`config.mk`:
```
export PLATFORM = sky130hd
export DESIGN_NAME = dram_arbiter
export DESIGN_NICKNAME = d
export VERILOG_FILES = /design/src/rtl/dram_arb_pkg.sv /design/src/rtl/dram_arb_starve_cnt.sv /design/src/rtl/dram_arbiter.sv
export SDC_FILE = /design/constraint.sdc
export NUM_CORES = 1
export LEC_CHECK = 0
export CAP_MARGIN = 10
export CORE_AREA = 2 2 105 107
export CTS_CLUSTER_SIZE = 20
export DETAILED_ROUTE_END_ITERATION = 8
export DIE_AREA = 0 0 107 109
export GPL_TIMING_DRIVEN = 0
export PLACE_DENSITY = 0.57
export SLEW_MARGIN = 20
export SYNTH_ARGS = -nofsm -noshare
export SYNTH_HDL_FRONTEND = slang
export SYNTH_SLANG_ARGS = --single-unit
```
`constraint.sdc`:
```
create_clock -name clk -period 1.9 [get_ports clk]
set_clock_uncertainty 0.1 [all_clocks]
set_input_delay 0.38 -clock clk [delete_from_list [all_inputs] [get_ports clk]]
set_output_delay 0.38 -clock clk [all_outputs]
set_load 0.005 [all_outputs]
```
`src/rtl/dram_arb_pkg.sv`:
```
// Shared types and constants for the data-RAM arbiter: FSM states,
// requester IDs and the starvation counter width.
package dram_arb_pkg;

  typedef enum logic [1:0] {
    ST_ARB   = 2'd0,
    ST_LOCK  = 2'd1,
    ST_FORCE = 2'd2
  } arb_state_t;

  typedef enum logic [1:0] {
    REQ_NONE = 2'd0,
    REQ_CPU  = 2'd1,
    REQ_DMA  = 2'd2,
    REQ_DBG  = 2'd3
  } req_id_t;

  localparam int STARVE_W = 8;

endpackage

```
`src/rtl/dram_arb_starve_cnt.sv`:
```
// Saturating wait counter for one low-priority requester. starved is the
// registered "waited STARVE_MAX cycles" flag; sat_next predicts it one cycle early.
module dram_arb_starve_cnt
  import dram_arb_pkg::*;
#(
  parameter int STARVE_MAX = 15
) (
  input  logic clk,
  input  logic rst,
  input  logic req,
  input  logic gnt,
  input  logic hold,
  output logic starved,
  output logic sat_next
);

  localparam logic [STARVE_W-1:0] CNT_MAX = STARVE_W'(STARVE_MAX);

  logic [STARVE_W-1:0] cnt;
  logic [STARVE_W-1:0] cnt_nxt;

  always_comb begin
    cnt_nxt = cnt;
    if (!req || gnt) begin
      cnt_nxt = '0;
    end else if (!hold && (cnt != CNT_MAX)) begin
      cnt_nxt = cnt + 1'b1;
    end
  end

  always_ff @(posedge clk or posedge rst) begin
    if (rst) begin
      cnt <= '0;
    end else begin
      cnt <= cnt_nxt;
    end
  end

  assign starved  = (cnt == CNT_MAX);
  assign sat_next = (cnt_nxt == CNT_MAX);

endmodule

```
`src/rtl/dram_arbiter.sv`:
```
// Data-RAM port arbiter: CPU fixed priority, DMA/debug round-robin, DMA burst lock.
// Define DRAM_ARB_STARVE_EN to build in the starvation guard (counters + FORCE state).
module dram_arbiter
  import dram_arb_pkg::*;
#(
  parameter int DWIDTH     = 12,
  parameter int STARVE_MAX = 15
) (
  input  logic              clk,
  input  logic              rst,
  input  logic              cpu_req,
  input  logic              dma_req,
  input  logic              dbg_req,
  input  logic              cpu_we,
  input  logic              dma_we,
  input  logic              dbg_we,
  input  logic [3:0]        cpu_be,
  input  logic [3:0]        dma_be,
  input  logic [3:0]        dbg_be,
  input  logic [DWIDTH-1:0] cpu_adr,
  input  logic [DWIDTH-1:0] dma_adr,
  input  logic [DWIDTH-1:0] dbg_adr,
  input  logic [31:0]       cpu_wdata,
  input  logic [31:0]       dma_wdata,
  input  logic [31:0]       dbg_wdata,
  input  logic              dma_lock,
  output logic              cpu_gnt,
  output logic              dma_gnt,
  output logic              dbg_gnt,
  output logic              cpu_rvalid,
  output logic              dma_rvalid,
  output logic              dbg_rvalid,
  output logic [31:0]       rdata,
  output logic              cpu_stall,
  output logic              ram_en,
  output logic              ram_we,
  output logic [3:0]        ram_be,
  output logic [DWIDTH-1:0] ram_adr,
  output logic [31:0]       ram_wdata,
  input  logic [31:0]       ram_rdata
);

  if (STARVE_MAX < 1 || STARVE_MAX > 255) begin : g_bad_starve_max
    $error("dram_arbiter: STARVE_MAX must be in 1..255");
  end

  arb_state_t state;
  arb_state_t state_nxt;
  logic       rr;
  req_id_t    rd_id_p1;
  logic       arb_cpu, arb_dma, arb_dbg;
  logic       dma_starved, dbg_starved;
  logic       force_dma, force_dbg, forced;

`ifdef DRAM_ARB_STARVE_EN
  logic dma_sat_next, dbg_sat_next;

  // DMA waiting time is frozen while it owns the port in a burst
  dram_arb_starve_cnt #(.STARVE_MAX(STARVE_MAX)) u_dma_cnt (
    .clk(clk), .rst(rst), .req(dma_req), .gnt(dma_gnt), .hold(state == ST_LOCK),
    .starved(dma_starved), .sat_next(dma_sat_next)
  );

  dram_arb_starve_cnt #(.STARVE_MAX(STARVE_MAX)) u_dbg_cnt (
    .clk(clk), .rst(rst), .req(dbg_req), .gnt(dbg_gnt), .hold(1'b0),
    .starved(dbg_starved), .sat_next(dbg_sat_next)
  );
`else
  assign dma_starved = 1'b0;
  assign dbg_starved = 1'b0;
`endif

  assign arb_cpu   = cpu_req;
  assign arb_dma   = ~cpu_req & dma_req & (~rr | ~dbg_req);
  assign arb_dbg   = ~cpu_req & dbg_req & ~arb_dma;
  assign force_dma = dma_starved & dma_req;
  assign force_dbg = dbg_starved & dbg_req & ~force_dma;
  assign forced    = (state == ST_FORCE) & (force_dma | force_dbg);

  // Grant decode; a lock exit or an empty FORCE cycle falls through to normal arbitration
  always_comb begin
    cpu_gnt = 1'b0;
    dma_gnt = 1'b0;
    dbg_gnt = 1'b0;
    if (state == ST_LOCK && dma_req && dma_lock) begin
      dma_gnt = 1'b1;
    end else if (forced) begin
      dma_gnt = force_dma;
      dbg_gnt = force_dbg;
    end else begin
      cpu_gnt = arb_cpu;
      dma_gnt = arb_dma;
      dbg_gnt = arb_dbg;
    end
    if (rst) begin
      cpu_gnt = 1'b0;
      dma_gnt = 1'b0;
      dbg_gnt = 1'b0;
    end
  end

  always_comb begin
    state_nxt = ST_ARB;
    if (dma_gnt && dma_lock && !forced) begin
      state_nxt = ST_LOCK;
    end
`ifdef DRAM_ARB_STARVE_EN
    if (dma_sat_next || dbg_sat_next) begin
      state_nxt = ST_FORCE;
    end
`endif
  end

  always_ff @(posedge clk or posedge rst) begin
    if (rst) begin
      state    <= ST_ARB;
      rr       <= 1'b0;
      rd_id_p1 <= REQ_NONE;
    end else begin
      state <= state_nxt;
      if (dma_gnt || dbg_gnt) begin
        rr <= ~rr;
      end
      if (cpu_gnt && !cpu_we) begin
        rd_id_p1 <= REQ_CPU;
      end else if (dma_gnt && !dma_we) begin
        rd_id_p1 <= REQ_DMA;
      end else if (dbg_gnt && !dbg_we) begin
        rd_id_p1 <= REQ_DBG;
      end else begin
        rd_id_p1 <= REQ_NONE;
      end
    end
  end

  // p1: read return, one cycle after the granted read
  assign cpu_rvalid = (rd_id_p1 == REQ_CPU);
  assign dma_rvalid = (rd_id_p1 == REQ_DMA);
  assign dbg_rvalid = (rd_id_p1 == REQ_DBG);
  assign rdata      = ram_rdata;
  assign cpu_stall  = cpu_req & ~cpu_gnt & ~rst;

  always_comb begin
    ram_en    = 1'b0;
    ram_we    = 1'b0;
    ram_be    = '0;
    ram_adr   = '0;
    ram_wdata = '0;
    if (cpu_gnt) begin
      ram_en = 1'b1; ram_we = cpu_we; ram_be = cpu_be; ram_adr = cpu_adr; ram_wdata = cpu_wdata;
    end else if (dma_gnt) begin
      ram_en = 1'b1; ram_we = dma_we; ram_be = dma_be; ram_adr = dma_adr; ram_wdata = dma_wdata;
    end else if (dbg_gnt) begin
      ram_en = 1'b1; ram_we = dbg_we; ram_be = dbg_be; ram_adr = dbg_adr; ram_wdata = dbg_wdata;
    end
  end

endmodule
```
Word level (Yosys, flattened, before mapping). Index checks and enable logic that the tools add are counted.

Flip-flop bits (word level): 5. Bits of input ports: 185. Output and inout bits: 89. Logic and storage cells: 55.

Equality and inequality tests: 4. Multiplexer cells: 25. Bitwise gates (word level): 13. Reductions and logical operators: 10.

Operator list (count): 32-bit 2-to-1 mux (3); 12-bit 2-to-1 mux (3); 1-bit 2-to-1 mux (13); 4-bit 2-to-1 mux (3); 1-bit AND (6); 1-bit logical AND (6); 2-bit 2-to-1 mux (3); 1-bit inverter (6); 2-bit by 1-bit == test with 1-bit output (second input constant) (2); 2-bit == test (second input constant) (2); 1-bit logical NOT (3); 1-bit logical OR (1); 1-bit bitwise OR (1).

Logic depth before layout (Yosys ltp).
Word-level depth: 11. Gate-level depth with buffers: 7. Depth with buffers taken out: 6.

Worst setup path after synthesis. No wires, ideal clock.

Path kind: input to output. From: input dma_lock. To: output ram_adr[10]. Data arrival time: 1.509 ns. Required time: 1.420 ns. Path slack: -0.089 ns. Stages: 6. Buffers on the path: 2. Cell sequence: and2_1 o211a_1 clkbuf_1 clkbuf_1 a222oi_1 inv_1.

Elaborated cells on any way between the ends: 10. Classes of those cells: mux (9); reduce/logical (1).

RTL lines: start, declared (RTL line dram_arbiter.sv:26) `input logic dma_lock,`; 1-bit logical AND (RTL line dram_arbiter.sv:85) `if (state == ST_LOCK && dma_req && dma_lock) begin`; 1-bit 2-to-1 mux (RTL line dram_arbiter.sv:85); 1-bit 2-to-1 mux (RTL line dram_arbiter.sv:95) `if (rst) begin`; net dma_gnt (RTL line dram_arbiter.sv:28) `output logic dma_gnt,`; 12-bit 2-to-1 mux (RTL line dram_arbiter.sv:151) `end else if (dma_gnt) begin`; 12-bit 2-to-1 mux (RTL line dram_arbiter.sv:149) `if (cpu_gnt) begin`; end, declared (RTL line dram_arbiter.sv:38) `output logic [DWIDTH-1:0] ram_adr,`.

The timed path passes the listed nets, and every way through them passes these cells.

Worst setup path after layout.
From: register state[0]. To: output ram_wdata[16].

Cells in the longest elaborated chain, start to end: 8. Elaborated cells on any way between the ends: 12. Classes of those cells: eq/ne (1); mux (9); reduce/logical (2).

Ends and longest elaborated chain: start, declared (RTL line dram_arbiter.sv:47) `arb_state_t state;`; start signal, assigned (RTL line dram_arbiter.sv:120) `state <= state_nxt;`; 2-bit by 1-bit == test with 1-bit output * (RTL line dram_arbiter.sv:85); 1-bit logical AND * (2 in series) (RTL line dram_arbiter.sv:85); 1-bit 2-to-1 mux (RTL line dram_arbiter.sv:85); 1-bit 2-to-1 mux (RTL line dram_arbiter.sv:95); 32-bit 2-to-1 mux (RTL line dram_arbiter.sv:153) `end else if (dbg_gnt) begin`; 32-bit 2-to-1 mux (RTL line dram_arbiter.sv:151); 32-bit 2-to-1 mux * (RTL line dram_arbiter.sv:149); end, declared (RTL line dram_arbiter.sv:39) `output logic [31:0] ram_wdata,`.

Mark *: on every way between the ends. The rest lies on a longest branch, timed or not.

==> reports/qor.yml <==
sta:
  final_max_slew_viol_count: 0
  slew_headroom_pct: 79.6
  tightest_slew_ps: 306
  layout_min_cycle_time_ps: 2450
  setup_tns_ps: -23730
  rsz0062_at_grt: "yes"
  finalHoldViolCount: 0
  fin_ws_ps: -546
  clock.fmax_mhz: 409
  setup_viol: 53
  post-route-period-util_pct: 129
min_path:
  worstHoldEndpoint: "state[0]$_DFF_PP0_"
  whs_path_depth: 2
  min-delay-start: "dma_lock"
  holdCritPathClass: "primary input to flop"
synthesis:
  synth_seq_cells: 4
  ys_warn_count: 0
  synth-edff-count: 0
  synth_cell_types: 21
  syn_avg_cell_area_um2: 7.11
  yosys.area.top_type_share_pct: 38.8
  synthArstFlopShare_pct: 100
  synth_commonest_cells: "inv_1 (52), a222oi_1 (48), buf_4 (33)"
  syn-cell-area_um2: 1240
  netlist_instances: 174
  ys_seq_area_share_pct: 8.09
  synth_area_leaders: "a222oi_1 (39%), buf_4 (20%), inv_1 (16%), dfrtp_1 (8.1%), clkbuf_1 (3.3%)"
  yosysMostFrequentCell: "inv_1"
  yosys.area.top_type: "a222oi_1"
  synth_nets: 359
  synth_top_flop_cell: "dfrtp_1"
global_routing:
  grt_max_degree: 11
  grt_pass1_wl_mm: 12.9
  track_usage_pct: 13.9
  grt_pass1_vias: 2554
  antenna_found_initial: 0
  overflow: 0
clock_network:
  cts_tree: "done"
  postCtsHoldBufs: 0
  cts_inserted_buffers: 3
  clock_path_buffers: 2
  root_buffer: "clkbuf_8"
  htreeDepth: 1
  clk_latency_ps: 220
  cts_sinks: 4
  clk_pin_slew_ps: 30
placement:
  place.gp.congestion: 0.722
  port_buffers: 241
  place_worst_setup_slack_ps: -1420
  hpwl_mm: 7.20
  place_area_um2: 3880
floorplan:
  core.rowCount: 38
  die_y_um: 109
  start_util_pct: 11.7
  die_w_um: 107
  dieArea_um2: 11700
  core_area_um2: 10600
  num_io_pins: 274
power:
  p_per_area_nw_per_um2: 318
  vdd_drop_max_uv: 164
  p_leak_nw: 2.12
drt:
  dr_total_vias: 2523
  drt_pass1_iterations: 8
  drt-initial-drc-count: 255
  drc: 0
  routed_wl_mm: 9.02
  wl_per_cell_um: 15.3
  via_per_inst: 4.28
  ant_nets: 0
final_layout:
  area_growth_syn_to_layout_pct: 239
  stdcell_area_um2: 4190
  n_fill_cell: 1067
  final_nets: 637
  drive_above_1_share_pct: 32.7
  n_antenna_cell: 0
status:
  violations: "negative setup slack"
  status: "finished, violations left"
run:
  drv_cap: 0
critical_path:
  worstSetupPathType: "flop to output port"
  timing.rr.end: "rr$_DFFE_PP0P_"
  endpoint_kind: "output port"
  ff2ff_setup_slack_ps: 170
  critPathMaxFanout: 7
  cp.arrival_ps: 1970
  critPathRequiredTime_ps: 1420
  r2r_start: "rr$_DFFE_PP0P_"
  critPathLaunchType: "flop"
  worst_r2r_path_depth: 7
critical path, stage by stage, from the launching register on:
cell	delay (ps)
dfrtp_1	370
and2_4	150
o211a_4	240
clkbuf_16	170
buf_12	130
clkbuf_16	140
a222oi_1	350
inv_1	70
buf_2	140
placed cells by master, fill, tap and decap left out, drive strengths merged:
cell type / instances
nor2b: 2
buf: 114
o211a: 1
inv: 53
clkbuf: 21
nand2b: 1
and2: 3
a221oi: 1
a21oi: 2
nand2: 2
dfrtp: 4
nand3: 1
a21bo: 1
o22ai: 2
clkdlybuf4s50: 184
a2111oi: 1
clkinv: 1
nor2: 2
dlygate4sd2: 4
clkdlybuf4s15: 1
xnor2: 1
a222oi: 48
power by group:
part / switching [mW] / total, mW / internal [mW]
logic: 0.333 / 1.04 / 0.702
clock network: 0.0479 / 0.183 / 0.135
registers: 0.0117 / 0.113 / 0.101
total: 0.393 / 1.33 / 0.939
layout make-up:
class	instances	area [um^2]	area share, %
Timing Repair Buffer	274	2500	59.7
Inverter	54	215	5.14
Sequential cell	4	100	2.39
Clock buffer	3	41.3	0.985
Tap cell	140	175	4.18
Multi-Input combinational cell	68	673	16.1
Buffer	47	484	11.6
logic make-up (layout without fill, tap and decap cells):
group / Yosys count / count (layout) / share of synthesized area, %
AO/OA/AOI/OAI: 56 / 56 / 45.2
XOR/XNOR: 1 / 1 / 0.708
buffers and inverters: 102 / 378 / 41.4
flip-flops: 4 / 4 / 8.09
AND/OR/NAND/NOR: 11 / 11 / 4.65
metrics by stage:
stage	utilization, %	hold WS (ps)	instances	total power [mW]
6_report	39.5	303	590	1.33
5_1_grt	39.5	330	590	1.43
4_1_cts	39.3	343	583	1.34
3_5_place_dp	36.6	391	555	1.10
3_3_place_gp	36.6	392	555	1.09
2_1_floorplan	-	62.3	174	0.421
state kept, by name (all words and copies together), names as in the netlist:
register / count
rd_id_p1: 2
rr: 1
state: 1
worst max-delay path by stage:
stage | start | endpoint | slack, ps | cells after the start
6_report | state[0]$_DFF_PP0_ | ram_wdata[16] | -550 | 8
4_1_cts | state[0]$_DFF_PP0_ | ram_wdata[16] | -580 | 8
5_1_grt | state[0]$_DFF_PP0_ | ram_wdata[18] | -660 | 8
3_5_place_dp | rst | ram_adr[2] | -1420 | 8
2_1_floorplan | dma_lock | ram_adr[0] | -10 | 5
3_3_place_gp | dma_lock | ram_wdata[4] | -1400 | 9
per-layer routing:
layer / GRT usage (%) / routed length [um] / vias to the layer above
met4: 1.67 / 33 / 0
met5: 0 / 0 / -
met1: 14.4 / 2950 / 1163
met2: 28.0 / 4910 / 171
met3: 4.00 / 1120 / 4
li1: - / - / 1185
repair_timing:
action,in CTS,in global routing
buffers inserted,19,9
setup endpoints to repair,57,54
pin swaps,52,39
cloned,6,1
resized for setup,239,23
Power figures use the tool's default switching activity.
==> variant, RTL diff (same settings) <==
The parameter `DWIDTH` goes from 12 to 18.
--- a/src/rtl/dram_arbiter.sv
+++ b/src/rtl/dram_arbiter.sv
@@ -3,7 +3,7 @@
 module dram_arbiter
   import dram_arb_pkg::*;
 #(
-  parameter int DWIDTH     = 12,
+  parameter int DWIDTH     = 18,
   parameter int STARVE_MAX = 15
 ) (
   input  logic              clk,
Interface: changed (resized cpu_adr, dbg_adr, dma_adr and ram_adr); port bits go from 274 to 298. The function was not compared with the original's and may differ.
==> variant against the unedited design <==
The run still ends with setup timing left. Sequential cell count stayed put. Count of clock-buffer cells in the layout unchanged. Sequential share of layout area down 0.30 points. Critical path depth is 2 higher. Global-route usage up 2.8 points. Synthesized cell count increased by 8.0%. Hold slack worse by 0.0040 ns. Cell area is 15% higher. Via count rose by 14%. Routed wire length increased by 26%. Area after synthesis up 8.9%. Total power is 16% higher. Worst setup slack got worse by 0.011 ns. Largest cell class unchanged. Highest routed layer unchanged.
==> variant: results <==
set metrics [dict create \
    status "finished with violations" \
    violations "setup timing" \
    synth.net_count 391 \
    maxSlewHeadroom 0.7683 \
    hpwl_um 8363 \
    drive_gt1_frac 0.3569 \
    avgRoutedWirePerCell_um 17.44 \
    synth.distinct_cells 20 \
    critPathMaxFanout 5 \
    ys_top_cells_by_area "a222oi_1 (40%), buf_4 (18%), inv_1 (17%)" \
    fin_ws_ns -0.5570 \
    synth_commonest_cells "inv_1 (60), a222oi_1 (54), buf_4 (33), buf_2 (8), clkbuf_1 (7)" \
    power.static_leakage_uw 0.002439 \
    dr.pass1.iters 9 \
    grt_usage 0.1671 \
    place_congestion 0.7473 \
    syn_inst 188 \
    ir_drop_uv 237.5 \
    drt_iter0_drc 275 \
    arrival_ns 1.98 \
    dp_cells 593 \
    largestRegisters "rd_id_p1: 2 flops, rr: 1 flops, state: 1 flops" \
    wl_um 11330 \
    finalSetupViolCount 58 \
    grt_pass1_vias 2851 \
    grt_pass1_wl_um 15150 \
    hold_path.class "input pin to asynchronous set/reset pin" \
    placed_cell_area_um2 4189 \
    fill_cells 1049 \
    nNetsFinal 715 \
    ys_seq_area_frac 0.07428 \
    port_buffers 265 \
    vias_per_cell 4.418 \
]
==> variant: changes by cell type in the layout (fill, tap and decap cells not counted), moves of 5 or more <==
cell / delta
buf_6: +25
a222oi_1: +6
clkbuf_2: -5
buf_2: +7
inv_1: +6
clkdlybuf4s50_1: +16
buf_8: +6
==> variant: timing repair <==
item	4_1_cts	5_1_grt
setup endpoints to repair	64	62
gates cloned	5	3
resized for setup	305	52
setup buffers	34	20
pin swaps	35	29
==> variant: power by group <==
| part | switching, µW | internal [µW] | leakage (µW) |
|---|---|---|---|
| Clock | 53.6 | 136 | 0.0000216 |
| Combinational | 407 | 838 | 0.00237 |
| Sequential | 9.45 | 101 | 0.0000523 |
| Total | 470 | 1070 | 0.00244 |
==> variant: final cells by class <==
type / instances / area, µm² / area share
plain buffers: 49 / 489.2 / 0.1018
clock buffers: 3 / 41.29 / 0.008596
inverters: 60 / 227.7 / 0.04741
multi-input cells: 74 / 742.0 / 0.1545
flip-flops and latches: 4 / 100.1 / 0.02084
well taps: 140 / 175.2 / 0.03647
repair buffers: 320 / 3028 / 0.6304
==> variant: metal layers <==
layer  share of wire  vias to the layer above  GRT usage
met5               0                        -          0
met4          0.0071                        0    0.02505
met3            0.11                        8    0.04842
met2            0.54                      208     0.3430
met1            0.34                     1323     0.1680
li1                -                     1333          -
==> variant: cell families after synthesis <==
group	count (synthesis)	share of synthesized area
buf+inv	110	0.4169
xor+xnor	1	0.006501
compound gates	62	0.4596
flops	4	0.07428
simple gates	11	0.04271
==> variant: per-stage QoR <==
| stage | power [µW] | setup TNS (ns) | worst slack [ns] | hold slack (ns) | util |
|---|---|---|---|---|---|
| after global placement | 1192 | -72.83 | -1.384 | 0.3875 | 0.3951 |
| after CTS | 1492 | -27.97 | -0.6082 | 0.2601 | 0.4377 |
| after floorplan | 439.0 | 0 | 0.01477 | 0.06233 | - |
| after detailed placement | 1201 | -74.97 | -1.408 | 0.3913 | 0.3951 |
| final | 1545 | -26.58 | -0.5570 | 0.2992 | 0.4530 |
| after global routing | 1648 | -31.90 | -0.7115 | 0.3186 | 0.4530 |
==> variant: worst paths after layout <==
check,slack [ns],cells after the start,end,from
worst min register to register,0.49,2,rr,rr
worst max register to register,0.07,8,rd_id_p1[0],state[0]
worst min-delay path,0.30,3,rr,rst
worst max-delay path,-0.56,10,ram_adr[8],rr
max in group asynchronous,1.30,3,state[0],rst
min in group clk,0.42,2,state[0],dma_lock
==> variant: worst max-delay path: stages (launching register included) <==
cell	delay (ns)
dfrtp_1	0.38
a21bo_4	0.19
a2111oi_4	0.06
buf_4	0.17
buf_8	0.13
buf_6	0.12
buf_16	0.12
buf_6	0.10
a222oi_1	0.27
inv_1	0.07
buf_2	0.14
